`src/rtl/vx_wb_arbiter.sv`:
```
// Writeback arbiter: round-robin grant among requesters with packet locking
// (sop..eop) and a single registered output stage of latency 1.
module vx_wb_arbiter #(
   parameter  int unsigned NUM_REQS   = 4,
   parameter  int unsigned DATA_WIDTH = 128,
   localparam int unsigned SEL_W      = (NUM_REQS > 1) ? $clog2(NUM_REQS) : 1
) (
   input  logic                           clk,
   input  logic                           reset,
   input  logic [NUM_REQS-1:0]            req_valid_in,
   input  logic [NUM_REQS*DATA_WIDTH-1:0] req_data_in,
   input  logic [NUM_REQS-1:0]            req_sop_in,
   input  logic [NUM_REQS-1:0]            req_eop_in,
   output logic [NUM_REQS-1:0]            req_ready_out,
   output logic                           wb_valid_out,
   output logic [DATA_WIDTH-1:0]          wb_data_out,
   output logic                           wb_sop_out,
   output logic                           wb_eop_out,
   output logic [SEL_W-1:0]               wb_sel_out
);

   typedef enum logic {ST_IDLE, ST_LOCKED} state_e;

   state_e                  state_q, state_d;
   logic [SEL_W-1:0]        owner_q, owner_d;
   logic [SEL_W-1:0]        last_q, last_d;
   logic [SEL_W-1:0]        start_c, grant_c, src_c;
   logic                    grant_found_c;
   int unsigned             dist_c, best_c;
   logic [NUM_REQS-1:0]     ready_c;
   logic                    fire_c;
   logic [DATA_WIDTH-1:0]   data_c;
   logic                    sop_c, eop_c;

   logic                    wb_valid_q, wb_valid_d;
   logic [DATA_WIDTH-1:0]   wb_data_q, wb_data_d;
   logic                    wb_sop_q, wb_sop_d;
   logic                    wb_eop_q, wb_eop_d;
   logic [SEL_W-1:0]        wb_sel_q, wb_sel_d;

   // Round-robin pick: smallest circular distance from last_grant+1 wins.
   always_comb begin
      start_c       = (last_q == SEL_W'(NUM_REQS - 1)) ? '0 : last_q + SEL_W'(1);
      grant_c       = '0;
      grant_found_c = 1'b0;
      dist_c        = 0;
      best_c        = 0;
      for (int unsigned j = 0; j < NUM_REQS; j++) begin
         dist_c = (j + NUM_REQS - 32'(start_c)) % NUM_REQS;
         if (req_valid_in[j] && (!grant_found_c || dist_c < best_c)) begin
            grant_found_c = 1'b1;
            best_c        = dist_c;
            grant_c       = SEL_W'(j);
         end
      end
   end

   // Lock FSM next state, ready generation and output stage next values.
   always_comb begin
      state_d    = state_q;
      owner_d    = owner_q;
      last_d     = last_q;
      ready_c    = '0;
      data_c     = '0;
      sop_c      = 1'b0;
      eop_c      = 1'b0;
      src_c      = (state_q == ST_LOCKED) ? owner_q : grant_c;

      if (!reset && (state_q == ST_LOCKED || grant_found_c)) begin
         for (int unsigned j = 0; j < NUM_REQS; j++) begin
            ready_c[j] = (32'(src_c) == j);
         end
      end

      for (int unsigned j = 0; j < NUM_REQS; j++) begin
         if (32'(src_c) == j) begin
            data_c = req_data_in[j*DATA_WIDTH +: DATA_WIDTH];
            sop_c  = req_sop_in[j];
            eop_c  = req_eop_in[j];
         end
      end

      fire_c     = |(req_valid_in & ready_c);
      wb_valid_d = fire_c;
      wb_data_d  = fire_c ? data_c : wb_data_q;
      wb_sop_d   = fire_c ? sop_c  : wb_sop_q;
      wb_eop_d   = fire_c ? eop_c  : wb_eop_q;
      wb_sel_d   = fire_c ? src_c  : wb_sel_q;

      // sop is forwarded only; eop alone decides lock and release.
      if (fire_c) begin
         if (eop_c) begin
            state_d = ST_IDLE;
            last_d  = src_c;
         end else begin
            state_d = ST_LOCKED;
            owner_d = src_c;
         end
      end
   end

   always_ff @(posedge clk) begin
      if (reset) begin
         state_q    <= ST_IDLE;
         owner_q    <= '0;
         last_q     <= SEL_W'(NUM_REQS - 1);
         wb_valid_q <= 1'b0;
         wb_data_q  <= '0;
         wb_sop_q   <= 1'b0;
         wb_eop_q   <= 1'b0;
         wb_sel_q   <= '0;
      end else begin
         state_q    <= state_d;
         owner_q    <= owner_d;
         last_q     <= last_d;
         wb_valid_q <= wb_valid_d;
         wb_data_q  <= wb_data_d;
         wb_sop_q   <= wb_sop_d;
         wb_eop_q   <= wb_eop_d;
         wb_sel_q   <= wb_sel_d;
      end
   end

   assign req_ready_out = ready_c;
   assign wb_valid_out  = wb_valid_q;
   assign wb_data_out   = wb_data_q;
   assign wb_sop_out    = wb_sop_q;
   assign wb_eop_out    = wb_eop_q;
   assign wb_sel_out    = wb_sel_q;

endmodule

```
`config.mk`:
```
export PLATFORM = sky130hd
export DESIGN_NAME = vx_wb_arbiter
export DESIGN_NICKNAME = d
export VERILOG_FILES = /design/src/rtl/vx_wb_arbiter.sv
export SDC_FILE = /design/constraint.sdc
export NUM_CORES = 1
export LEC_CHECK = 0
export CAP_MARGIN = 20
export CORE_AREA = 2 2 260 262
export CTS_CLUSTER_DIAMETER = 40
export DETAILED_ROUTE_END_ITERATION = 16
export DIE_AREA = 0 0 262 264
export PLACE_DENSITY_LB_ADDON = 0.05
export SYNTH_ARGS = -nofsm -noshare
export SYNTH_HDL_FRONTEND = slang
export SYNTH_SLANG_ARGS = --single-unit
```
`constraint.sdc`:
```
create_clock -name clk -period 8.29 [get_ports clk]
set_input_delay 1.658 -clock clk [delete_from_list [all_inputs] [get_ports clk]]
set_output_delay 1.658 -clock clk [all_outputs]
set_load 0.01 [all_outputs]
```
Word-level counts from Yosys, hierarchy flattened --
Index checks and enable logic that the tools add are counted.
Cells by class: add/subtract/negate cells 5, order comparisons 3, eq/ne operators 4, muxes and demuxes 26, bitwise operators 2, reduce and logical (&&, ||, !) cells 16
Operators with widths (number):
- $mux W128 | 4
- $lt A2 B32 Y1 | 3
- $mux W32 | 1
- $mux W1 | 14
- $mux W2 | 6
- $eq A2 B2 Y1 const B | 3
- $and A4 B4 Y4 | 1
- $logic_and A1 B1 Y1 | 4
- $logic_not A1 Y1 | 4
- $logic_or A1 B1 Y1 | 4
- $mux W4 | 1
- $reduce_and A2 Y1 | 2
- $reduce_or A4 Y1 | 1
- $sub A1 B2 Y2 const A | 2
- $sub A2 B2 Y2 const A | 2
- $add A2 B1 Y2 const B | 1
- $eq A2 B1 Y1 const B | 1
- $logic_not A2 Y1 | 1
- $not A1 Y1 | 1
Storage, ports and cells: bits in registers 138, bits of input ports 526, output and inout bits 137, logic and storage cells 64

Logic depth before layout (Yosys ltp) --
depth in word-level cells 24, mapped depth 18, depth with buffers taken out 17

Worst setup path before layout --
OpenSTA, ideal clock, no wires.
path kind input to output, start point input req_valid_in[0], end point output req_ready_out[3], arrival 4.581 ns, required time 6.632 ns, slack 2.051 ns, cell stages on the path 17, path buffers 3, path through buf_4 -> and2_1 -> a311o_1 -> ha_1 -> o22ai_2 -> o21bai_4 -> a21oi_1 -> a31oi_1 -> ha_1 -> o31ai_2 -> nand3b_1 -> a21o_1 -> nand3_2 -> buf_2 -> nand2_2 -> buf_1 -> nor2_1
Between the ends: cells in the longest elaborated chain, start to end 16, elaborated cells between the ends (all ways) 27, classes of those cells 3 x order compare; 1 x eq/ne; 12 x mux; 11 x reduce/logical
RTL lines:
- start: declaration | line 10 | input logic [NUM_REQS-1:0] req_valid_in,
- $mux W2 / $mux W1 (equally long branches) | line 50 | if (req_valid_in[j] && (!grant_found_c || dist_c < best_c)) begin
- $lt A2 B32 Y1 / $logic_not A1 Y1 (equally long branches) | line 50
- $logic_or A1 B1 Y1 | line 50
- $logic_and A1 B1 Y1 | line 50
- $mux W2 / $mux W1 (equally long branches) | line 50
- $lt A2 B32 Y1 / $logic_not A1 Y1 (equally long branches) | line 50
- $logic_or A1 B1 Y1 | line 50
- $logic_and A1 B1 Y1 | line 50
- $mux W32 / $mux W1 (equally long branches) | line 50
- $lt A2 B32 Y1 / $logic_not A1 Y1 (equally long branches) | line 50
- $logic_or A1 B1 Y1 | line 50
- $logic_and A1 B1 Y1 | line 50
- $mux W2 / $mux W1 (equally long branches) | line 50
- $mux W2 / $logic_or A1 B1 Y1 (equally long branches) | line 67, 69
- $eq A2 B2 Y1 / $logic_and A1 B1 Y1 (equally long branches) | line 71, 69
- $mux W4 (*) | line 69 | if (!reset && (state_q == ST_LOCKED || grant_found_c)) begin
- end: declaration | line 14 | output logic [NUM_REQS-1:0] req_ready_out,
Every way passes the cells marked *; elsewhere a longest branch is shown, timed or not.

Worst setup path in the final report --
Same ends and word-level chain as after synthesis.

==> metrics.md <==
| Metric | Value |
|---|---|
| Clock Sinks | `138` |
| Pre-CTS setup slack | `1.03 ns` |
| Setup CP Type | `in -> out` |
| VDD IR max | `0.221 mV` |
| First-pass GRT wire length | `82600 µm` |
| Worst Slack Setup Final | `1.00 ns` |
| CP max stage cell | `clkdlybuf4s50_1` |
| Syn Area/Cell | `8.74 µm²` |
| Hold_buf cts | `0` |
| Commonest cells in the netlist | `138 x dfxtp_1, 130 x a2bb2oi_1, 103 x nor2_1` |
| Worst-Margin Slew | `1.09 ns` |
| Port Buffer Count | `662` |
| FMAX | `137 MHz` |
| Root Driver | `clkbuf_16` |
| Clk network pwr share | `0.147` |
| R2R depth | `19` |
| Residual DRC | `0` |
| Cell family with most CP delay | `buffers and inverters` |
| Clock Skews | `0.0137 ns` |
| Clock insertion delay at the later pin of the skew report | `0.49 ns` |
| Initial core utilization | `0.127` |
| Worst Path Buf+Inv | `2` |
| Final Wtd Congestion | `0.799` |
| DR WL/cell | `24.6 µm` |
| Synthesized net count | `1492` |
| Area share of the leading cell type in the synthesized netlist | `0.328` |
| Core Footprint | `0.0666 mm²` |
| Sequential share of power | `0.192` |
| Drt pass-1 iters | `4` |
| Leading area contributor after synthesis | `dfxtp_1` |
| DIE WIDTH | `262 µm` |
| Sw Share | `0.455` |
| Synth warn | `0` |
| Crit. End Element | `output port` |
| Grt ovf | `0` |
| Most frequent cell after synthesis | `dfxtp_1` |
| Final setup viols | `0` |
| Hold crit path type | `reg -> reg` |
| Die Area | `0.0692 mm²` |
| Mapped Area | `0.00842 mm²` |
| Total net switching power | `2.33 mW` |
| Post-cts resize count | `0` |
| Reg2reg end | `wb_eop_out` |
| Vias in the first global route | `11285` |
| Final Cycle Share | `0.879` |
| Worst path required time | `6.63 ns` |
| Clock buffer depth | `2` |
| Via Count | `10587` |
| Power Density | `311 mW/mm²` |
| Status | `completed` |
| Primary FF master, synth | `dfxtp_1` |
| GRT Total Usage | `0.168` |
| Number of cells on the worst hold path | `2` |
| Final Critical Period | `7.29 ns` |
| EDFF count, synth | `0` |
| Max Transition Viols Final | `0` |
| Worst-path cell chain | `clkdlybuf4s50_1, and2_1, a311o_1, ha_1, o22ai_2, o21bai_4, a21oi_1, a31oi_1, ha_1, o31ai_2, nand3b_1, a21o_1, nand3_4, nand2_2, nor2_1, clkdlybuf4s50_1` |
| Pwr Total | `5.11 mW` |
| Synth top area cells | `dfxtp_1 33%, a2bb2oi_1 14%, a221o_1 5.2%` |
| CP peak stage delay | `0.77 ns` |
| Io pins | `663` |
| Syn-to-layout area delta | `95.5%` |
| Setup crit start kind | `input pin` |
| Max Cap Viol | `0` |
| Initial antenna violation count | `16` |
| Post-DP HPWL | `45500 µm` |
| CTS Buf Count | `17` |
| Via-to-Cell Ratio | `4.31` |
| Post-CTS Setup Bufs | `0` |
| Comb pwr share | `0.661` |
| R2R Setup Slk | `2.78 ns` |
| Beginning of the worst hold path | `wb_data_out[124]` |
| DRT iter0 DRCs | `483` |
| CTS tree | `yes` |
| RSZ-0062 raised after global routing | `false` |
| Final core occ | `0.247` |
| Syn Inst Count | `963` |
| Num rows | `95` |
| Register bit total from synthesis | `138` |
| Dpl cells | `2418` |
| Reg clk slew, reported paths | `0.06 ns` |
| Total wire length | `60500 µm` |
| Layout cells sized above 1 | `0.0590` |
| Relative slew slack | `0.270` |
| Non-Filler Instances | `2454` |
| Lkg Pwr | `5.72 nW` |
| NumNets Final | `2093` |
| Die H | `264 µm` |
| Largest net degree at the start of global routing | `82` |
| Synth cell types | `65` |
| Post-DRT Antenna Nets | `0` |
| Htree depth | `4` |
| Sequential area share after synthesis | `0.328` |
| Async SR Flop Fraction | `0` |
| Crit-path max FO | `9` |
| Critical R2R Launch | `last_q[0]` |
| Hold path endpoint | `wb_data_out[124]` |
| Cell Int Power | `2.78 mW` |
| Final Hold Fails | `0` |
| Setup TNS | `0 ns` |
| Worst EP arrival | `5.63 ns` |
-- layout by cell type (no fill, tap or decap), types with 4 or more instances in the layout --
cell type / n
a2bb2oi_1: 130
a221o_1: 44
nand2_1: 4
a32oi_1: 34
a21o_1: 4
dfxtp_1: 138
buf_4: 26
clkinv_2: 5
o21ai_1: 17
nor2_1: 103
clkdlybuf4s50_1: 662
o21ai_0: 39
clkinvlp_4: 4
diode_2: 4
nand3_1: 56
nand2b_1: 45
clkbuf_16: 17
o21a_1: 45
a32o_1: 44
a22o_1: 35
a21oi_1: 44
-- registers in the layout (all words and copies together), names as in the netlist --
| signal | cells |
|---|---|
| wb_eop_out | 1 |
| owner_q | 2 |
| wb_sop_out | 1 |
| wb_sel_out | 2 |
| wb_valid_out | 1 |
| wb_data_out | 128 |
| state_q | 1 |
| last_q | 2 |
-- logic make-up after synthesis --
kind of cell    synth area share
buf+inv                   0.0666
mux                      0.00758
flops                      0.328
compound gates             0.452
fa+ha+maj                0.00446
simple gates               0.141
xor+xnor                 0.00104
-- power by group through the flow --
stage	combinational, mW	clock, mW	sequential [mW]
floorplan	1.86	0	1.07
global placement	3.50	0	0.991
detailed placement	3.48	0	0.995
CTS	3.49	0.801	0.986
global route	3.67	0.813	1.01
finish	3.38	0.750	0.983
-- worst register-to-register path, stage by stage, from the launching register on --
cell,delay (ns)
dfxtp_1,0.50
ha_1,0.36
nor2_4,0.10
a311o_1,0.39
ha_1,0.33
o22ai_2,0.12
o21bai_4,0.23
a21oi_1,0.18
a31oi_1,0.06
ha_1,0.25
o31ai_2,0.11
nand3b_1,0.20
a21o_1,0.28
nand3_4,0.12
buf_4,0.61
buf_4,0.64
a211oi_4,0.22
buf_4,0.37
o21ai_0,0.25
a21oi_1,0.08
-- metal layers --
metal / global-route usage / vias up / wire length, µm
li1: - / 5019 / -
met1: 0.182 / 5094 / 23600
met2: 0.297 / 398 / 30200
met3: 0.0755 / 50 / 5830
met4: 0.0395 / 26 / 705
met5: 0 / - / 169
-- per-stage QoR --
step,area [µm²],hold slack [ns]
after detailed placement,15900,0.455
final,16500,0.462
after global placement,15900,0.448
after CTS,16500,0.464
after floorplan,8420,0.448
after global routing,16500,0.477
-- final cells by class --
class | count | area [µm²]
Fill cell | 7190 | 50100
Tap cell | 873 | 1090
Clock buffer | 18 | 439
Multi-Input combinational cell | 710 | 5150
Clock inverter | 14 | 98.8
Antenna cell | 4 | 10.0
Timing Repair Buffer | 691 | 6880
Inverter | 6 | 25.0
Sequential cell | 138 | 2760
-- worst max path at each step --
stage | startpoint | endpoint | slack [ns] | cells after the start
final | req_valid_in[0] | req_ready_out[3] | 1.00 | 16
after global routing | req_valid_in[1] | req_ready_out[3] | 0.79 | 16
after CTS | req_valid_in[0] | req_ready_out[3] | 0.99 | 16
after detailed placement | req_valid_in[1] | req_ready_out[3] | 1.03 | 16
after global placement | req_valid_in[1] | req_ready_out[3] | 1.02 | 16
after floorplan | req_valid_in[0] | req_ready_out[3] | 2.05 | 17
(Power assumes the default switching activity.)
